==> config.mk <==
export PLATFORM = sky130hd
export DESIGN_NAME = min_scan_scheduler
export DESIGN_NICKNAME = d
export VERILOG_FILES = /design/src/rtl/min_scan_scheduler.sv
export SDC_FILE = /design/constraint.sdc
export NUM_CORES = 1
export LEC_CHECK = 0
export ABC_AREA = 1
export BUFFER_PORTS_ARGS = -buffer_cell sky130_fd_sc_hd__buf_2
export CAP_MARGIN = 20
export CELL_PAD_IN_SITES_DETAIL_PLACEMENT = 1
export CELL_PAD_IN_SITES_GLOBAL_PLACEMENT = 1
export CORE_AREA = 4 4 220 222
export DETAILED_ROUTE_END_ITERATION = 10
export DIE_AREA = 0 0 224 226
export PLACE_DENSITY_LB_ADDON = 0.1
export REMOVE_ABC_BUFFERS = 1
export SYNTH_ARGS = -nofsm -noshare
export SYNTH_HDL_FRONTEND = slang
export SYNTH_SLANG_ARGS = --single-unit
==> constraint.sdc <==
create_clock -name clk -period 31.9 [get_ports clk]
set_input_delay 1.595 -clock clk [delete_from_list [all_inputs] [get_ports clk]]
set_output_delay 1.595 -clock clk [all_outputs]
set_load 0.02 [all_outputs]
==> src/rtl/min_scan_scheduler.sv <==
// Round-robin shared minimum-search engine: snapshots one requester's vector and scans it CHUNK channels per cycle.
// Optional early exit on a zero minimum is enabled by defining MIN_SCAN_EARLY_EXIT_EN.
module min_scan_scheduler #(
    parameter int DATA_WIDTH     = 8,
    parameter int TOTAL_CHANNELS = 20,
    parameter int CHUNK          = 8,
    parameter int NUM_REQ        = 3,
    localparam int ID_W  = (NUM_REQ > 1) ? $clog2(NUM_REQ) : 1,
    localparam int IDX_W = (TOTAL_CHANNELS > 1) ? $clog2(TOTAL_CHANNELS) : 1
) (
    input  logic                                       clk,
    input  logic                                       reset,
    input  logic [NUM_REQ-1:0]                         req_valid,
    output logic [NUM_REQ-1:0]                         req_ready,
    input  logic [NUM_REQ*TOTAL_CHANNELS*DATA_WIDTH-1:0] req_values,
    input  logic [NUM_REQ*TOTAL_CHANNELS-1:0]          req_valids,
    output logic                                       rsp_valid,
    input  logic                                       rsp_ready,
    output logic [ID_W-1:0]                            rsp_id,
    output logic [DATA_WIDTH-1:0]                      rsp_min,
    output logic [IDX_W-1:0]                           rsp_index,
    output logic                                       rsp_found,
    output logic                                       busy
);

    localparam int NUM_CHUNKS = (TOTAL_CHANNELS + CHUNK - 1) / CHUNK;
    localparam int PADDED     = NUM_CHUNKS * CHUNK;
    localparam int CNT_W      = (NUM_CHUNKS > 1) ? $clog2(NUM_CHUNKS) : 1;
    localparam int LIDX_W     = (CHUNK > 1) ? $clog2(CHUNK) : 1;

    typedef enum logic [1:0] {
        ST_IDLE,
        ST_SCAN,
        ST_DONE
    } state_t;

    state_t                r_state;
    logic [ID_W-1:0]       r_rr_ptr;
    logic [CNT_W-1:0]      r_chunk_cnt;
    logic                  r_rsp_valid;
    logic [ID_W-1:0]       r_rsp_id;
    logic [DATA_WIDTH-1:0] r_run_min;
    logic [IDX_W-1:0]      r_run_index;
    logic                  r_run_found;

    logic [DATA_WIDTH-1:0] r_snap_val [NUM_CHUNKS][CHUNK];
    logic                  r_snap_vld [NUM_CHUNKS][CHUNK];

    logic [NUM_REQ-1:0]                   w_grant;
    logic [ID_W-1:0]                      w_grant_id;
    logic                                 w_grant_hit;
    logic                                 w_accept;
    logic [TOTAL_CHANNELS*DATA_WIDTH-1:0] w_sel_values;
    logic [TOTAL_CHANNELS-1:0]            w_sel_valids;
    logic [PADDED*DATA_WIDTH-1:0]         w_pad_values;
    logic [PADDED-1:0]                    w_pad_valids;
    logic [DATA_WIDTH-1:0]                w_chunk_min;
    logic [LIDX_W-1:0]                    w_chunk_lidx;
    logic                                 w_chunk_found;
    logic                                 w_merge;
    logic [IDX_W-1:0]                     w_global_idx;
    logic [DATA_WIDTH-1:0]                w_next_min;
    logic                                 w_next_found;
    logic                                 w_last;
    logic                                 w_finish;

    // Round-robin: first requester at or above rr_ptr, otherwise wrap to the lowest.
    always_comb begin
        w_grant     = '0;
        w_grant_id  = '0;
        w_grant_hit = 1'b0;
        for (int r = 0; r < NUM_REQ; r++) begin
            if (!w_grant_hit && req_valid[r] && (r >= int'(r_rr_ptr))) begin
                w_grant_hit = 1'b1;
                w_grant[r]  = 1'b1;
                w_grant_id  = ID_W'(r);
            end
        end
        for (int r = 0; r < NUM_REQ; r++) begin
            if (!w_grant_hit && req_valid[r]) begin
                w_grant_hit = 1'b1;
                w_grant[r]  = 1'b1;
                w_grant_id  = ID_W'(r);
            end
        end
    end

    assign req_ready = ((r_state == ST_IDLE) && !reset) ? w_grant : '0;
    assign w_accept  = |req_ready;

    always_comb begin
        w_sel_values = '0;
        w_sel_valids = '0;
        for (int r = 0; r < NUM_REQ; r++) begin
            if (w_grant_id == ID_W'(r)) begin
                w_sel_values = req_values[r*TOTAL_CHANNELS*DATA_WIDTH +: TOTAL_CHANNELS*DATA_WIDTH];
                w_sel_valids = req_valids[r*TOTAL_CHANNELS +: TOTAL_CHANNELS];
            end
        end
    end

    // Channels past TOTAL_CHANNELS in the last chunk carry zero data and are never valid.
    always_comb begin
        w_pad_values = '0;
        w_pad_valids = '0;
        w_pad_values[TOTAL_CHANNELS*DATA_WIDTH-1:0] = w_sel_values;
        w_pad_valids[TOTAL_CHANNELS-1:0]            = w_sel_valids;
    end

    always_ff @(posedge clk) begin
        if (w_accept) begin
            for (int c = 0; c < NUM_CHUNKS; c++) begin
                for (int j = 0; j < CHUNK; j++) begin
                    r_snap_val[c][j] <= w_pad_values[(c*CHUNK+j)*DATA_WIDTH +: DATA_WIDTH];
                    r_snap_vld[c][j] <= w_pad_valids[c*CHUNK+j];
                end
            end
        end
    end

    // Strict less-than keeps the lowest index among equal values inside the chunk.
    always_comb begin
        w_chunk_min   = '1;
        w_chunk_lidx  = '0;
        w_chunk_found = 1'b0;
        for (int j = 0; j < CHUNK; j++) begin
            if (r_snap_vld[r_chunk_cnt][j] &&
                (!w_chunk_found || (r_snap_val[r_chunk_cnt][j] < w_chunk_min))) begin
                w_chunk_found = 1'b1;
                w_chunk_min   = r_snap_val[r_chunk_cnt][j];
                w_chunk_lidx  = LIDX_W'(j);
            end
        end
    end

    assign w_merge      = w_chunk_found && (!r_run_found || (w_chunk_min < r_run_min));
    assign w_global_idx = IDX_W'(int'(r_chunk_cnt) * CHUNK + int'(w_chunk_lidx));
    assign w_next_min   = w_merge ? w_chunk_min : r_run_min;
    assign w_next_found = w_merge | r_run_found;
    assign w_last       = (r_chunk_cnt == CNT_W'(NUM_CHUNKS - 1));

`ifdef MIN_SCAN_EARLY_EXIT_EN
    assign w_finish = w_last || (w_next_found && (w_next_min == '0));
`else
    assign w_finish = w_last;
`endif

    always_ff @(posedge clk) begin
        if (reset) begin
            r_state     <= ST_IDLE;
            r_rr_ptr    <= '0;
            r_chunk_cnt <= '0;
            r_rsp_valid <= 1'b0;
            r_rsp_id    <= '0;
            r_run_min   <= '1;
            r_run_index <= '0;
            r_run_found <= 1'b0;
        end else begin
            case (r_state)
                ST_IDLE: begin
                    if (w_accept) begin
                        r_state     <= ST_SCAN;
                        r_rsp_id    <= w_grant_id;
                        r_chunk_cnt <= '0;
                        r_run_min   <= '1;
                        r_run_index <= '0;
                        r_run_found <= 1'b0;
                        if (w_grant_id == ID_W'(NUM_REQ - 1))
                            r_rr_ptr <= '0;
                        else
                            r_rr_ptr <= w_grant_id + 1'b1;
                    end
                end
                ST_SCAN: begin
                    if (w_merge) begin
                        r_run_min   <= w_chunk_min;
                        r_run_index <= w_global_idx;
                        r_run_found <= 1'b1;
                    end
                    r_chunk_cnt <= r_chunk_cnt + 1'b1;
                    if (w_finish) begin
                        r_state     <= ST_DONE;
                        r_rsp_valid <= 1'b1;
                    end
                end
                ST_DONE: begin
                    if (rsp_ready) begin
                        r_state     <= ST_IDLE;
                        r_rsp_valid <= 1'b0;
                    end
                end
                default: begin
                    r_state     <= ST_IDLE;
                    r_rsp_valid <= 1'b0;
                end
            endcase
        end
    end

    assign rsp_valid = r_rsp_valid;
    assign rsp_id    = r_rsp_id;
    assign rsp_min   = r_run_min;
    assign rsp_index = r_run_index;
    assign rsp_found = r_run_found;
    assign busy      = (r_state != ST_IDLE);

endmodule

==> key figures <==
Run status
  • Outcome: finished, final reports clean

Floorplanning
  • FP Rows: 79
  • Ports: ~570
  • Die H: 226 um
  • Die Area: approximately 0.05 mm^2
  • Die W: about 220 um
  • Initial Util: 0.2823
  • Core region area: 0.04636 mm^2

Logic synthesis
  • Cells after Synth: between 1500 and 2000
  • Unique masters post-synth: 31
  • #FFs+latches synth: between 200 and 250
  • YS warnings: 0
  • Post-Synth Simple-Gate Area: 0.3719
  • Seq/Total Area, Yosys: 0.4512
  • Cell Area, Synth: 0.01309 mm^2
  • Mux cell area share after synthesis: 0
  • Synth Area in Adders: 0.04971
  • Synth Area in Compound Gates: 0.07466
  • Avg Synthesized Cell Area: 7.316 um^2
  • Xor/xnor share of the synthesized area: 0
  • Largest family of logic cells by synthesized area: simple AND/OR/NAND/NOR gates

Critical path
  • Worst path max stage delay: 0.67 ns
  • Startpoint types: flop
  • Kind of critical path: flop to flop
  • Crit-path most repeated cell: nand2_1
  • R2R depth: between 70 and 80
  • Crit end category: flop
  • CP max stage cell: dfxtp_4
  • CP required: 32.31 ns
  • Critical path fanouts, max: between 40 and 50
  • CP Data Arrival Time: approximately 14 ns

Pwr
  • Combinational power share: 0.639
  • Design internal power: 982.3 uW
  • Clock power frac: 0.149
  • Maximum vdd drop: ~0.061 mV
  • Leak Pwr: roughly 8.4 nW
  • Net Sw Power: 997.1 uW
  • Sw frac: 0.5037
  • Tot Pwr: 1.979 mW
  • Register share of total power: 0.211
  • Power per cell area: around 110 mW/mm^2

Route
  • DRT Pass-1 Iters: 4
  • Drt drc: 0
  • Post-route ant nets: 0
  • Average vias per placed instance: 4.748
  • Via count: around 14000
  • Wire per inst: roughly 18 um
  • DRT iter0 DRCs: 652
  • Drt total wl: between 50 and 60 mm

Cells and area
  • Layout Area Growth over Synthesis: 32.05%
  • Filler cells: ~5900
  • Ratio of cells with drive above 1 in the final layout: 0.2884
  • Post-route insts no fill: 2929
  • Commonest non-fill, non-tap cell in the layout: nand2_1
  • Nets@finish: between 2000 and 3000
  • Most frequent cells in the layout: 765 x nand2_1, 566 x buf_2, 222 x nand3_1, 180 x edfxtp_1, 144 x nor2_1

Clock network
  • TritonCTS Sinks: approximately 210
  • Num CTS Buffers: 25
  • # Post-CTS Setup Buffers: 0
  • Clock Tree Buf Depth: 3
  • Post-cts repair resize count: 0
  • Clk slew on worst S/H paths: approximately 0.060 ns
  • H-tree levels: 1
  • Insertion delay of the later-clocked pin in the worst-skew pair: approximately 0.53 ns
  • CTS tree: done
  • # hold bufs at CTS: 0
  • Clock Root Buffer: clkbuf_16

Placed design
  • PortBufs: 566
  • HPWL Detailed: slightly above 40 mm
  • Inst Count DP: 2879
  • GP Congestion: 0.8319
  • Dpl ws: ~18 ns

STA
  • Setup ws final: about 18 ns
  • RSZ-0062 raised after global routing: false
  • Crit path time final: approximately 14 ns
  • Final setup fails: 0
  • Pins Over Slew Limit: 0
  • Setup TNS: 0 ns
  • Slew @ Worst Pin: roughly 1.1 ns
  • Fmax: about 72 MHz
  • Clk_skew: slightly below 0.01 ns
  • Final-report hold violation count: 0
  • Crit share post-route: 0.4335
  • Worst rel slew slack: 0.2991
  • Hold WS: between 0.4 and 0.5 ns

Global route
  • Busiest layer in global routing: met2
  • Vias in the first global route: between 10000 and 15000
  • Met2 Track Usage GR: 0.3856
  • Gr usage total: 0.1990
  • Total grt overflow: 0
  • Met3 GRT Util: 0.03458
  • Largest net degree at the start of global routing: about 110
  • Initial antenna violation count: 9
  • Met1 usage: 0.2247
  • First-pass GRT wire length: approximately 80 mm

Hold path
  • Hold Path Stages: 2
  • Hold/Removal Path Class: flop to flop

Flow run
  • Max_cap viols: 0
final timing paths:
kind	from	end	slack, ns
min	rsp_valid	rsp_valid	0.46
max	flop	rsp_min[2]	18.07
min reg2reg	rsp_valid	rsp_valid	0.46
max reg2reg	flop	rsp_min[2]	18.07
Yosys cell counts, drive strengths merged:
library cell  count  area [um^2]
nor2            145        544.3
nand3           229         1181
inv              73        276.5
o211ai            4        30.03
clkinv            1        3.750
dfxtp            25        500.5
nand2           784         3015
nand3b            2        15.01
nor3              6        30.03
buf              14        103.9
ha               52        650.6
a211oi           14        105.1
clkbuf           81        304.0
o22ai             2        12.51
or2              11        68.81
a31oi             1        6.260
a21oi            55        282.8
o21ai           108        540.5
nand4             2        12.51
edfxtp          180         5405
cell type report:
cell class	instances	area (um^2)	share of cell area
antenna	6	15.01	0.0008687
clock buffer	30	718.2	0.04155
clock inverter	14	151.4	0.008759
inverter	74	299.0	0.01730
multi-input combinational	1415	6507	0.3765
sequential	205	5911	0.3420
tap	607	759.5	0.04394
timing repair buffer	578	2923	0.1691
critical path: cells and delay by family, from the launching register on:
family / cells / cell delay [ns]
buf+inv: 4 / 1.21
compound gates: 23 / 5.19
fa+ha+maj: 8 / 2.48
simple gates: 40 / 4.10
flops: 1 / 0.67
flip-flops by register name, summed over array words and instances, names as in the netlist, named ones only:
name,cells
r_snap_val,160
r_rr_ptr,2
rsp_id,2
r_chunk_cnt,2
rsp_min,8
rsp_valid,1
rsp_index,5
r_state,2
rsp_found,1
r_snap_vld,20
power groups by stage:
stage / Clock, mW / Sequential (mW) / Combinational, mW
3_3_place_gp: 0 / 0.425 / 1.22
3_5_place_dp: 0 / 0.425 / 1.28
2_1_floorplan: 0 / 0.432 / 0.889
4_1_cts: 0.306 / 0.420 / 1.29
6_report: 0.296 / 0.419 / 1.27
5_1_grt: 0.318 / 0.426 / 1.46
stage by stage:
stage               instance area, um^2    util
detailed placement                16400  0.3538
global placement                  16400  0.3538
finish                            17280  0.3728
floorplan                         12680       -
CTS                               17270  0.3725
global route                      17280  0.3728
cells by family after synthesis:
| family | after synthesis |
|---|---|
| AO/OA/AOI/OAI | 184 |
| adder cells (fa/ha/maj) | 52 |
| flip-flops | 205 |
| buffers and inverters | 169 |
| AND/OR/NAND/NOR | 1179 |
per-layer routing:
layer / share of wire / up-vias
li1: - / 6943
met1: 0.39 / 6529
met2: 0.54 / 358
met3: 0.048 / 72
met4: 0.025 / 4
met5: 0.00049 / -
(Power assumes the default switching activity.)
